**src/rtl/decode_ctrl.sv**
```systemverilog
// decode_ctrl
//   Handshake and sequencing controller for the decode stage. Accepts one
//   instruction per cycle from fetch, forwards it to the combinational
//   decoder, applies the decoder's nop/invalid verdicts and buffers the
//   resulting uops in a small FIFO so dispatch sees a registered,
//   back-pressurable stream. Also owns the illegal-instruction trap state,
//   pipeline flush and two decode performance counters.
//
// Ports
//   clk, rst        clock; asynchronous active-high reset
//   flush           synchronous pipeline flush (highest priority)
//   instr_in/pc     instruction and its PC from fetch
//   instr_valid     fetch offers an instruction
//   instr_ready     controller accepts it this cycle
//   dec_instr_out   instruction routed to the decoder (pass-through)
//   dec_nop         decoder says: architectural nop, drop it
//   dec_invalid     decoder says: illegal encoding, trap
//   dec_uop_in      decoded uop
//   uop_out/uop_pc  FIFO head uop and its PC
//   uop_valid       head is valid
//   uop_ready       dispatch consumes the head
//   trap            illegal-instruction trap pending
//   trap_pc/instr   PC and word of the offending instruction
//   perf_uop_count  uops enqueued (wraps)
//   perf_nop_count  nops dropped (wraps)
module decode_ctrl #(
  parameter int INSTR_WIDTH = 32,
  parameter int ADDR_WIDTH  = 32,
  parameter int QUEUE_DEPTH = 2,
  parameter int UOP_WIDTH   = 60
) (
  input  logic                   clk,
  input  logic                   rst,
  input  logic                   flush,
  input  logic [INSTR_WIDTH-1:0] instr_in,
  input  logic [ADDR_WIDTH-1:0]  instr_pc,
  input  logic                   instr_valid,
  output logic                   instr_ready,
  output logic [INSTR_WIDTH-1:0] dec_instr_out,
  input  logic                   dec_nop,
  input  logic                   dec_invalid,
  input  logic [UOP_WIDTH-1:0]   dec_uop_in,
  output logic [UOP_WIDTH-1:0]   uop_out,
  output logic [ADDR_WIDTH-1:0]  uop_pc,
  output logic                   uop_valid,
  input  logic                   uop_ready,
  output logic                   trap,
  output logic [ADDR_WIDTH-1:0]  trap_pc,
  output logic [INSTR_WIDTH-1:0] trap_instr,
  output logic [31:0]            perf_uop_count,
  output logic [31:0]            perf_nop_count
);

  localparam int PTR_W = $clog2(QUEUE_DEPTH);
  localparam int CNT_W = $clog2(QUEUE_DEPTH + 1);

  typedef enum logic [1:0] {
    ST_INIT,
    ST_RUN,
    ST_TRAP
  } state_t;

  state_t state;
  state_t state_nxt;

  logic [UOP_WIDTH-1:0]  uop_mem [QUEUE_DEPTH];
  logic [ADDR_WIDTH-1:0] pc_mem  [QUEUE_DEPTH];
  logic [PTR_W-1:0]      rd_ptr;
  logic [PTR_W-1:0]      wr_ptr;
  logic [CNT_W-1:0]      count;

  logic [31:0] uop_cnt_q;
  logic [31:0] nop_cnt_q;

  logic accept;
  logic take_trap;
  logic drop_nop;
  logic push;
  logic pop;

  // The decoder is purely combinational and looks at the word fetch is
  // offering right now.
  assign dec_instr_out = instr_in;

  // Decoder verdicts are prioritised: invalid beats nop beats enqueue.
  assign accept    = instr_valid && instr_ready;
  assign take_trap = accept && dec_invalid;
  assign drop_nop  = accept && !dec_invalid && dec_nop;
  assign push      = accept && !dec_invalid && !dec_nop;
  assign pop       = uop_valid && uop_ready;

  assign uop_out        = uop_mem[rd_ptr];
  assign uop_pc         = pc_mem[rd_ptr];
  assign perf_uop_count = uop_cnt_q;
  assign perf_nop_count = nop_cnt_q;

  // State register.
  always_ff @(posedge clk or posedge rst) begin
    if (rst) begin
      state <= ST_INIT;
    end else begin
      state <= state_nxt;
    end
  end

  // Next-state logic. INIT always moves on after one cycle; once running,
  // flush is the only way out of TRAP and overrides a new trap.
  always_comb begin
    state_nxt = state;
    unique case (state)
      ST_INIT: state_nxt = ST_RUN;
      ST_RUN: begin
        if (flush) begin
          state_nxt = ST_RUN;
        end else if (take_trap) begin
          state_nxt = ST_TRAP;
        end
      end
      ST_TRAP: begin
        if (flush) begin
          state_nxt = ST_RUN;
        end
      end
      default: state_nxt = ST_INIT;
    endcase
  end

  // Output logic. Both handshakes depend only on registered state and
  // flush, so there is no combinational path from uop_ready to
  // instr_ready; flush suppresses any transfer in its own cycle.
  always_comb begin
    instr_ready = 1'b0;
    uop_valid   = 1'b0;
    trap        = 1'b0;
    instr_ready = (state == ST_RUN) && (count < CNT_W'(QUEUE_DEPTH)) && !flush;
    uop_valid   = (count != '0) && !flush;
    trap        = (state == ST_TRAP);
  end

  // uop FIFO. Pointers wrap naturally because the depth is a power of two;
  // the separate count distinguishes full from empty. A push while full
  // cannot happen because instr_ready is low then.
  always_ff @(posedge clk or posedge rst) begin
    if (rst) begin
      rd_ptr <= '0;
      wr_ptr <= '0;
      count  <= '0;
      for (int i = 0; i < QUEUE_DEPTH; i++) begin
        uop_mem[i] <= '0;
        pc_mem[i]  <= '0;
      end
    end else if (flush) begin
      rd_ptr <= '0;
      wr_ptr <= '0;
      count  <= '0;
    end else begin
      if (push) begin
        uop_mem[wr_ptr] <= dec_uop_in;
        pc_mem[wr_ptr]  <= instr_pc;
        wr_ptr          <= wr_ptr + PTR_W'(1);
      end
      if (pop) begin
        rd_ptr <= rd_ptr + PTR_W'(1);
      end
      if (push && !pop) begin
        count <= count + CNT_W'(1);
      end else if (pop && !push) begin
        count <= count - CNT_W'(1);
      end
    end
  end

  // Trap capture. The offending PC and word are held for software until
  // the next trap; the trap flag itself is cleared by flush via the FSM.
  always_ff @(posedge clk or posedge rst) begin
    if (rst) begin
      trap_pc    <= '0;
      trap_instr <= '0;
    end else if (take_trap) begin
      trap_pc    <= instr_pc;
      trap_instr <= instr_in;
    end
  end

  // Performance counters. They survive flush and wrap at 32 bits.
  always_ff @(posedge clk or posedge rst) begin
    if (rst) begin
      uop_cnt_q <= '0;
      nop_cnt_q <= '0;
    end else begin
      if (push) begin
        uop_cnt_q <= uop_cnt_q + 32'd1;
      end
      if (drop_nop) begin
        nop_cnt_q <= nop_cnt_q + 32'd1;
      end
    end
  end

endmodule

```
**config.mk**
```make
export PLATFORM = sky130hd
export DESIGN_NAME = decode_ctrl
export DESIGN_NICKNAME = d
export VERILOG_FILES = /design/src/rtl/decode_ctrl.sv
export SDC_FILE = /design/constraint.sdc
export NUM_CORES = 1
export LEC_CHECK = 0
export CAP_MARGIN = 20
export CORE_UTILIZATION = 45
export DETAILED_ROUTE_END_ITERATION = 8
export PLACE_DENSITY = 0.78
export SETUP_SLACK_MARGIN = 0.4
export SYNTH_ARGS = -nofsm -noshare
export SYNTH_HDL_FRONTEND = slang
export SYNTH_SLANG_ARGS = --single-unit
```
**constraint.sdc**
```tcl
create_clock -name clk -period 28.6 [get_ports clk]
set_input_delay 4.29 -clock clk [delete_from_list [all_inputs] [get_ports clk]]
set_output_delay 4.29 -clock clk [all_outputs]
set_load 0.05 [all_outputs]
```
* Yosys cells after proc, flatten, opt, wreduce, memory -nomap -nowiden
Cells that the tools add are included.
Word-level totals: bits in registers 318
Cells by class: add/subtract/negate cells 6, order comparisons 4, equal/unequal tests 4, muxes and demuxes 23, bitwise gates (word level) 3, reductions and logical operators 24
Operators with widths (count):
- two-way mux 60 bit | 4
- two-way mux 32 bit | 4
- bitwise mux 120 bit | 1
- adder 32 x 1 -> 32 bit, second input constant | 2
- bitwise mux 64 bit | 1
- demux 60 bit (select 1 bit) | 1
- demux 32 bit (select 1 bit) | 1
- logical AND 1 bit | 12
- two-way mux 2 bit | 6
- case mux 2 bit (3 select lines) | 1
- nonzero test 2 bit | 3
- zero test 1 bit | 5
- greater-or-equal comparator 2 bit, second input constant | 2
- two-way mux 1 bit | 4
- inverter 1 -> 2 bit | 2
- AND reduction 2 bit | 2
- != test 3 bit, second input constant | 1
- nonzero test 3 bit | 1
- adder 1 bit, second input constant | 2
- adder 2 x 1 -> 2 bit, second input constant | 1
- == test 2 x 1 -> 1 bit, second input constant | 1
- == test 2 bit, second input constant | 1
- zero test 2 bit | 1
- < comparator 2 x 1 -> 1 bit, second input constant | 1
- 4 further kinds | 4

* Logic depth before layout (Yosys ltp)
Gate-level depths: netlist of the first run.
depth after elaboration 11, mapped depth 8, depth with buffers taken out 6

* Least setup slack after synthesis of the first run
Ideal clock, no wire load.
path kind input-to-output, from input flush, to output instr_ready, arrival time 5.036 ns, slack 19.274 ns, stages 2, path buffers 0, cell sequence or4b_4 > clkinv_2
On the way: word-level cells in the longest chain between the ends 2
RTL lines:
- start: declaration | line 34 | input logic flush,
- zero test 1 bit | line 135 | instr_ready = (state == ST_RUN) && (count < CNT_W'(QUEUE_DEPTH)) && !flush;
- logical AND 1 bit | line 135
- end: declaration | line 38 | output logic instr_ready,
No other way between the ends.

* Final worst setup path of the first run
Same ends and word-level chain as after synthesis.

==> summary.txt, run 1 <==
STA
  • Fin. max-slew vios: 0
  • Slew margin rel.: 25.1%
  • Setup violators final: 0
  • Final worst-path cycle share: 37.2%
  • Least-Margin Pin Slew: 1.12 ns
  • Hold WS: 0.469 ns
  • Unrepaired setup endpoints after global routing: false
  • Highest achievable clock rate: 0.0939 GHz
  • Clk_skew: 0.00691 ns
  • Final Hold Viols: 0
  • Setup_tns: 0 ns
  • Final worst path period need: 10.65 ns

Logic synthesis
  • Largest cells by area after synthesis: dfrtp_1 (57%), mux2_2 (16%), mux2_4 (7.7%)
  • Dominant synthesized flop cell: dfrtp_1
  • Fraction of registers with async set/reset: 100%
  • Mux cell area share after synthesis: 29.5%
  • Post-Syn Nets: 1,087
  • Mapped Area: 14,000 sq um
  • Sequential fraction of the synthesis area: 56.8%
  • Compound-Gate Fraction of Synth Area: 0.232%
  • Netlist cell types: 39
  • Syn Inst Count: 954
  • Xor/xnor share of the synthesized area: 4.00%
  • Largest family of logic cells by synthesized area: multiplexers
  • Most common cell in the synthesized netlist: dfrtp_1
  • Avg Cell Area, Syn: 14.7 sq um
  • List of most frequent post-synthesis cells: dfrtp_1 (318), mux2_2 (193), mux2_1 (77)
  • Number of synthesized flops with an enable pin: 0
  • YS warnings: 0
  • Yosys reg bits: 318
  • Post-synthesis simple-gate area fraction: 5.32%
  • Area share of the largest cell type after synthesis: 56.8%
  • Post-Synth Adder-Cell Area: 0.179%
  • Yosys top cell by area: dfrtp_1

Clock network
  • H-Tree Level Count: 2
  • Hold-fix buffers, CTS: 0
  • Root Buffer: clkbuf_16
  • CTS sink cnt: 318
  • Latest clock arrival within the worst-skew pair: 0.49 ns
  • Number of CTS-inserted buffers: 36
  • Post CTS Setup Buffer Count: 0
  • Clk slew on worst S/H paths: 0.06 ns
  • Longest Clk Path Bufs: 3
  • CTS tree: done
  • Post-CTS sizing: 0

Setup path
  • Worst-path fanout max: 7
  • Crit path DAT: 6.36 ns
  • Critical path type: in -> out
  • Setup crit end kind: output pin
  • Worst Reg-to-Reg Cells: 7
  • Worst EP required: 24.31 ns
  • CP startpoint kind: input port

Global routing
  • GRT Util Overall: 20.0%
  • Vias in the first global route: 9,290
  • Initial antenna violation count: 0
  • Largest net degree at the start of global routing: 113
  • Total grt overflow: 0
  • First-pass GRT wire length: 50,200 microns

Route
  • Drt via density: 5.09
  • DR vias: 8,816
  • Starting DRT DRC Count: 324
  • TritonRoute pass-1 iters: 4
  • DRC Markers: 0
  • WL final: 32,100 microns
  • Post-route ant nets: 0
  • WL/cell: 18.5 microns

Power and ir drop
  • Power consumption: 1.61 mW
  • Pwr Density: 84.4 nW/um^2
  • Leak: 8.63 nW
  • Maximum VDD drop: 0.0654 mV

Floorplanning
  • Die area: 31,800 sq um
  • Die height: 178 microns
  • Site Rows: 64
  • Num ports: 386
  • Core area: 30,600 sq um
  • Initial Utilization: 45.8%
  • Chip Width: 178 microns

Worst hold path
  • Hold Crit Depth: 1
  • Worst hold path class: reg -> reg

Status
  • Status: complete, no violations

Cells and area
  • Final instance area: 19,000 sq um
  • P&R area growth vs syn: 35.9%
  • Share of layout cells above drive strength 1: 24.6%
  • Util after Layout: 62.2%
  • Layout filler cell count: 2,345
  • Fin nets: 1,446

Placed design
  • DP Area: 17,900 sq um
  • Dpl hpwl: 21,700 microns
  • Port Buf Inserts: 385
  • GPL Wtd Cong: 0.819

Run
  • Maxcap violations: 0
==> per-layer routing <==
metal,GRT usage [%],up-vias,wire length (microns)
met5,0,-,0
met4,5.47,0,663
met3,6.12,48,2560
met2,33.7,288,15800
met1,24.7,4444,13000
li1,-,4036,-
==> layout make-up <==
cell class                 instances  area, sq um  share of cell area (%)
timing repair buffer             393         3950                    20.7
antenna                            2         5.00                  0.0263
inverter                           9         42.5                   0.223
clock inverter                     1         5.00                  0.0263
sequential                       318         7960                    41.8
tap                              396          495                    2.60
multi-input combinational        555         5520                    29.0
clock buffer                      59         1070                    5.61
==> stage by stage <==
step,cells,setup slack (ns)
floorplan,954,15.51
CTS,1729,17.95
detailed placement,1669,17.95
finish,1733,17.95
global route,1731,17.90
global placement,1669,17.99
==> layout by cell type (no fill, tap or decap), types with 3 or more instances in the layout <==
| master | Yosys | layout |
|---|---|---|
| mux2_2 | 193 | 193 |
| nor2_1 | 25 | 25 |
| clkbuf_16 | 0 | 37 |
| o21ai_0 | 4 | 4 |
| mux2_4 | 72 | 72 |
| xor2_1 | 35 | 35 |
| mux2_1 | 77 | 77 |
| nand4_1 | 13 | 13 |
| and3_1 | 12 | 12 |
| buf_4 | 32 | 6 |
| nor4_1 | 3 | 3 |
| nor3_1 | 17 | 17 |
| clkbuf_1 | 19 | 16 |
| xnor2_1 | 29 | 29 |
| dfrtp_1 | 318 | 317 |
| nand2_1 | 29 | 27 |
| clkbuf_8 | 0 | 6 |
| nand2b_1 | 3 | 3 |
| clkdlybuf4s50_1 | 0 | 385 |
| nand3_1 | 21 | 21 |
| inv_1 | 8 | 7 |
==> power breakdown <==
group	total (mW)	internal, mW	switching, mW	leakage, nW
Clock	0.427	0.253	0.174	0.522
Sequential	0.582	0.536	0.0461	4.08
Combinational	0.598	0.232	0.366	4.03
Total	1.61	1.02	0.586	8.63
==> state kept, by name (all words and copies together), names as in the netlist <==
register        count
perf_nop_count     32
trap_instr         32
trap_pc            32
count               2
state               2
rd_ptr              1
perf_uop_count     32
pc_mem             64
uop_mem           120
wr_ptr              1
==> critical path, stage by stage <==
cell	delay, ns
clkdlybuf4s50_1	0.52
or4b_4	0.62
clkinv_2	0.10
clkdlybuf4s50_1	0.83
==> kinds of logic after synthesis <==
| kind of cell | count (synthesis) |
|---|---|
| AO/OA/AOI/OAI | 6 |
| AND/OR/NAND/NOR | 140 |
| multiplexers | 343 |
| flip-flops | 318 |
| XOR/XNOR | 64 |
| adder cells (fa/ha/maj) | 2 |
| buffers and inverters | 81 |
==> final timing paths <==
kind	start	end	slack [ns]
max reg2reg	state[1]	uop_mem[0]	25.23
max	flush	instr_ready	17.95
min reg2reg	perf_nop_count[31]	perf_nop_count[31]	0.47
min	perf_nop_count[31]	perf_nop_count[31]	0.47
min in group asynchronous	rst	perf_nop_count[22]	4.35
max in group asynchronous	rst	uop_mem[39]	22.28
No activity file was read; power rests on OpenSTA's default activity.
==> inputs of run 2 (changes only) <==
==> constraint.sdc (replaced) <==
create_clock -name clk -period 10.3 [get_ports clk]
set_input_delay 1.545 -clock clk [delete_from_list [all_inputs] [get_ports clk]]
set_output_delay 1.545 -clock clk [all_outputs]
set_load 0.05 [all_outputs]
==> summary.txt, run 2 (synthesis gave the netlist of run 1 again) <==
Status
  • Status: complete, no violations

STA
  • Final worst path period need: 5.16 ns
  • Highest achievable clock rate: 0.194 GHz
  • Slew margin rel.: 33.0% (+7.9 points)
  • Fin. max-slew vios: 0 (unchanged)
  • Least-Margin Pin Slew: 1.01 ns (-0.119 ns)
  • Clk_skew: 0.0166 ns (+0.00969 ns)
  • Setup_tns: 0 ns (unchanged)
  • Final Hold Viols: 0 (unchanged)
  • Setup violators final: 0 (unchanged)
  • Unrepaired setup endpoints after global routing: false
  • Final worst-path cycle share: 50.1%

Route
  • TritonRoute pass-1 iters: 4 (unchanged)
  • Post-route ant nets: 0 (unchanged)
  • Drt via density: 5.11 (+0.50%)
  • DRC Markers: 0 (unchanged)
  • Starting DRT DRC Count: 302 (-6.8%)
  • DR vias: 8,845 (+0.33%)
  • WL/cell: 18.3 microns (-1.0%)
  • WL final: 31,700 microns (-1.2%)

Power and ir drop
  • Maximum VDD drop: 0.155 mV (+140%)
  • Leak: 8.63 nW (about the same)
  • Pwr Density: 235 nW/um^2 (+180%)
  • Power consumption: 4.47 mW (+180%)

Setup path
  • RR Startpoint: state[1]
  • Setup crit end kind: output pin
  • Crit-path cells: clkdlybuf4s50_1 -> or4b_4 -> clkinv_2 -> clkdlybuf4s50_1
  • Worst R2R Setup Slack: 6.91 ns (-18.32 ns)
  • Buf/Inv on CP: 3 (unchanged)
  • CP startpoint: flush
  • CP max stage cell: clkdlybuf4s50_1
  • Setup crit end: instr_ready
  • Crit path DAT: 3.62 ns (-2.74 ns)
  • Critical path type: in -> out
  • Worst Reg-to-Reg Cells: 7 (unchanged)
  • Worst EP required: 8.76 ns (-15.55 ns)
  • Crit path depth: 4 (unchanged)
  • Worst-path fanout max: 7 (unchanged)
  • CP peak stage delay: 0.81 ns (-0.02 ns)
  • CP most frequent cell: clkdlybuf4s50_1
  • CP startpoint kind: input port
  • Reg2reg end: pc_mem[10]
  • CP top delay family: buffers and inverters

Cells and area
  • Fin nets: 1,446 (unchanged)
  • Ant diodes: 0 (-2)
  • Fin cells: 1,730 (-0.17%)
  • Share of layout cells above drive strength 1: 24.7% (+0.093 points)
  • Largest reg by FF count: uop_mem
  • Util after Layout: 62.3% (about the same)
  • P&R area growth vs syn: 36.0% (about the same)
  • Flip-flop count of the largest register after layout: 120 (unchanged)
  • Largest regs: uop_mem: 120 flops, pc_mem: 64 flops
  • Leading cell type in the layout, fill and taps excluded: clkdlybuf4s50_1
  • Final instance area: 19,000 sq um (about the same)
  • Most frequent cells in the layout: clkdlybuf4s50_1 (385), dfrtp_1 (317), mux2_2 (193)

Clock network
  • Number of CTS-inserted buffers: 37 (+2.8%)
  • CTS tree: done
  • Post-CTS sizing: 0 (unchanged)
  • Post CTS Setup Buffer Count: 0 (unchanged)
  • H-Tree Level Count: 2 (unchanged)
  • Clk slew on worst S/H paths: 0.06 ns (about the same)
  • Latest clock arrival within the worst-skew pair: 0.50 ns (about the same)
  • CTS sink cnt: 318 (unchanged)
  • Hold-fix buffers, CTS: 0 (unchanged)
  • Longest Clk Path Bufs: 3 (unchanged)
  • Root Buffer: clkbuf_16

Floorplanning
  • Num ports: 386 (unchanged)
  • Chip Width: 178 microns (unchanged)
  • Site Rows: 64 (unchanged)
  • Core area: 30,600 sq um (unchanged)
  • Initial Utilization: 45.8% (unchanged)
  • Die area: 31,800 sq um (unchanged)
  • Die height: 178 microns (unchanged)

Placed design
  • Placed Cells incl. Taps: 1,669 (unchanged)
  • Port Buf Inserts: 385 (unchanged)
  • DP Area: 17,900 sq um (about the same)
  • Dpl hpwl: 21,600 microns (-0.43%)
  • GPL Wtd Cong: 0.850 (+3.7%)

Worst hold path
  • Min-delay src: perf_uop_count[31]
  • Worst hold path class: reg -> reg

Global routing
  • First-pass GRT wire length: 50,300 microns (+0.24%)
  • Initial antenna violation count: 0 (unchanged)
  • Total grt overflow: 0 (unchanged)
  • Vias in the first global route: 9,507 (+2.3%)
  • Largest net degree at the start of global routing: 166 (+47%)
  • GRT Util Overall: 20.0% (+0.026 points)

Run
  • Maxcap violations: 0 (unchanged)
-- run 2: changes by cell type in the layout (fill, tap and decap cells not counted) --
| cell | previous run | this run |
|---|---|---|
| inv_8 | 1 | 0 |
| clkinv_4 | 0 | 2 |
| clkbuf_1 | 16 | 14 |
| buf_4 | 6 | 5 |
| clkbuf_8 | 6 | 5 |
| diode_2 | 2 | 0 |
| bufinv_16 | 0 | 1 |
| clkinvlp_4 | 0 | 1 |
-- run 2: metrics by stage --
stage | setup slack (ns) | hold slack (ns)
after detailed placement | 5.11 | 0.456
final | 5.14 | 0.462
after global routing | 5.07 | 0.494
after floorplan | 4.52 | 0.459
after global placement | 5.14 | 0.457
after CTS | 5.12 | 0.468
-- run 2: power by group --
| part | switching (mW) | total (mW) | internal (mW) |
|---|---|---|---|
| logic | 1.01 | 1.65 | 0.644 |
| registers | 0.128 | 1.62 | 1.49 |
| clock network | 0.480 | 1.20 | 0.721 |
| total | 1.62 | 4.47 | 2.85 |
-- run 2: worst min-delay path by stage --
stage / to / cells after the start
final: perf_uop_count[31] / 1
after global placement: perf_nop_count[31] / 1
after detailed placement: perf_uop_count[31] / 1
after global routing: perf_uop_count[31] / 1
after CTS: perf_uop_count[31] / 1
after floorplan: pc_mem[0] / 1
-- run 2: layout make-up --
| class | count | area (sq um) |
|---|---|---|
| clock inverter | 4 | 52.6 |
| multi-input combinational | 555 | 5520 |
| inverter | 9 | 38.8 |
| tap | 396 | 495 |
| sequential | 318 | 7960 |
| clock buffer | 56 | 1050 |
| fill | 2371 | 11500 |
| timing repair buffer | 392 | 3940 |
-- run 2: per-layer routing --
layer | global-route usage (%) | vias up | share of wire [%]
li1 | - | 4032 | -
met1 | 24.6 | 4457 | 41
met2 | 33.7 | 299 | 49
met3 | 5.73 | 57 | 7.2
met4 | 6.46 | 0 | 2.9
met5 | 0 | - | 0
==> inputs of run 3 (changes only) <==
--- a/config.mk
+++ b/config.mk
@@ -6,9 +6,9 @@
 export NUM_CORES = 1
 export LEC_CHECK = 0
 export CAP_MARGIN = 20
-export CORE_UTILIZATION = 45
+export CORE_UTILIZATION = 44
 export DETAILED_ROUTE_END_ITERATION = 8
-export PLACE_DENSITY = 0.78
+export PLACE_DENSITY = 0.79
 export SETUP_SLACK_MARGIN = 0.4
 export SYNTH_ARGS = -nofsm -noshare
 export SYNTH_HDL_FRONTEND = slang
==> constraint.sdc (replaced) <==
create_clock -name clk -period 4.15 [get_ports clk]
set_input_delay 0.6225 -clock clk [delete_from_list [all_inputs] [get_ports clk]]
set_output_delay 0.6225 -clock clk [all_outputs]
set_load 0.05 [all_outputs]
==> summary.txt, run 3 (synthesis gave the netlist of run 1 again) <==
Status
  • Status: complete, no violations

Route
  • DR top layer: met4
  • Detail Route met3 WL: 2440 microns (+6.1%)
  • WL final: 32,500 microns (+2.5%)
  • Starting DRT DRC Count: 355 (+18%)
  • WL/cell: 18.7 microns (+2.0%)
  • Post-route ant nets: 0 (unchanged)
  • Wire length on met2: 16,200 microns (+3.8%)
  • TritonRoute pass-1 iters: 4 (unchanged)
  • M1 WL: 13,200 microns (+2.4%)
  • DRC Markers: 0 (unchanged)
  • DR vias: 8,833 (-0.14%)
  • Drt via density: 5.08 (-0.60%)

Cells and area
  • Most frequent cells in the layout: clkdlybuf4s50_1 (385), dfrtp_1 (317), mux2_2 (193)
  • Ant diodes: 0 (unchanged)
  • Flip-flop count of the largest register after layout: 120 (unchanged)
  • P&R area growth vs syn: 36.7%
  • Reg area: 7960 sq um (unchanged)
  • Leading cell type in the layout, fill and taps excluded: clkdlybuf4s50_1
  • Share of layout cells above drive strength 1: 25.3% (+0.67 points)
  • Layout filler cell count: 2,378 (+0.30%)
  • Largest regs: uop_mem: 120 flops, pc_mem: 64 flops
  • Fin nets: 1,451 (+0.35%)
  • Multi-input logic area: 5520 sq um (unchanged)
  • Largest reg by FF count: uop_mem

Clock network
  • Hold-fix buffers, CTS: 0 (unchanged)
  • Post-CTS sizing: 0 (unchanged)
  • Latest clock arrival within the worst-skew pair: 0.50 ns (about the same)
  • CTS tree: done
  • CTS sink cnt: 318 (unchanged)
  • Number of CTS-inserted buffers: 36 (-2.7%)
  • Clk slew on worst S/H paths: 0.06 ns (about the same)
  • Post CTS Setup Buffer Count: 0 (unchanged)
  • H-Tree Level Count: 2 (unchanged)
  • Root Buffer: clkbuf_16
  • Longest Clk Path Bufs: 3 (unchanged)

Placed design
  • Post-Place Setup Slack: 0.657 ns (-4.46 ns)
  • Port Buf Inserts: 385 (unchanged)
  • Dpl hpwl: 22,100 microns (+2.5%)
  • GPL Wtd Cong: 0.827 (-2.7%)

STA
  • Final worst-path cycle share: 80.0%
  • Highest achievable clock rate: 0.301 GHz
  • Slew margin rel.: 33.6% (+0.61 points)
  • Setup violators final: 0 (unchanged)
  • Final worst path period need: 3.32 ns
  • Fin. max-slew vios: 0 (unchanged)
  • Final Hold Viols: 0 (unchanged)
  • Clk_skew: 0.0128 ns (-0.00378 ns)
  • Final worst slack: 0.831 ns (-4.31 ns)
  • Least-Margin Pin Slew: 0.996 ns (-0.00912 ns)
  • Unrepaired setup endpoints after global routing: false

Worst hold path
  • Worst hold path class: reg -> reg

Global routing
  • Vias in the first global route: 9,679 (+1.8%)
  • First-pass GRT wire length: 52,500 microns (+4.4%)
  • GRT Util Overall: 20.1% (+0.095 points)
  • Largest net degree at the start of global routing: 124 (-25%)
  • Initial antenna violation count: 0 (unchanged)
  • Total grt overflow: 0 (unchanged)

Run
  • Maxcap violations: 0 (unchanged)

Floorplanning
  • Num ports: 386 (unchanged)
  • Chip Width: 180 microns (+1.1%)
  • Initial Utilization: 45.2% (-0.59 points)
  • Die height: 180 microns (+1.1%)
  • Site Rows: 64 (unchanged)
  • Core area: 31,000 sq um (+1.3%)
  • Die area: 32,600 sq um (+2.2%)

Setup path
  • Worst EP required: 3.53 ns (-5.23 ns)
  • Setup crit end kind: output pin
  • Worst-path fanout max: 7 (unchanged)
  • Critical path type: in -> out
  • Crit path DAT: 2.70 ns (-0.92 ns)
  • CP startpoint kind: input port

Power and ir drop
  • Pwr Density: 585 nW/um^2 (+150%)
  • Maximum VDD drop: 0.359 mV (+130%)
  • Leak: 8.69 nW (+0.61%)
  • Power consumption: 11.2 mW (+150%)
## run 3: area by class of cell
cell class              count  share of cell area (%)
well taps                 396                    2.59
multi-input cells         555                    28.8
clock buffers              57                    5.70
repair buffers            398                    20.8
flip-flops and latches    318                    41.6
clock inverters             5                   0.275
inverters                   9                   0.203
## run 3: report_power, final
group | switching [mW] | total, mW | leakage, nW | internal, mW
combinational | 2.52 | 4.12 | 4.05 | 1.60
clock | 1.20 | 3.06 | 0.560 | 1.86
sequential | 0.321 | 4.01 | 4.08 | 3.69
total | 4.04 | 11.2 | 8.69 | 7.15
## run 3: routing by layer
layer | track usage, % | up-vias
met4 | 5.30 | 0
met3 | 5.78 | 51
met1 | 24.2 | 4436
li1 | - | 4033
met2 | 35.1 | 313
met5 | 0 | -
## run 3: critical path, stage by stage
cell             delay (ns)
clkdlybuf4s50_1        0.51
or4b_4                 0.62
clkinv_2               0.10
clkdlybuf4s50_1        0.84
## run 3: worst paths after layout
kind / depth (start not counted) / to / slack [ns] / startpoint
worst max-delay path: 4 / instr_ready / 0.83 / flush
worst min-delay path: 1 / perf_nop_count[31] / 0.47 / perf_nop_count[31]
worst max register to register: 7 / uop_mem[0] / 1.47 / state[1]
worst min register to register: 1 / perf_nop_count[31] / 0.47 / perf_nop_count[31]
max in group asynchronous: 3 / uop_mem[0] / 2.66 / rst
min in group asynchronous: 2 / perf_uop_count[11] / 0.50 / rst
## run 3: stage by stage
stage	cells	setup TNS, ns	area (sq um)	hold slack [ns]	utilization, %
2_1_floorplan	954	-226.20	14000	0.459	-
3_3_place_gp	1676	0	18000	0.455	58.1
3_5_place_dp	1676	0	18000	0.462	58.1
4_1_cts	1738	0	19100	0.472	61.8
5_1_grt	1738	0	19100	0.494	61.8
6_report	1738	0	19100	0.472	61.8
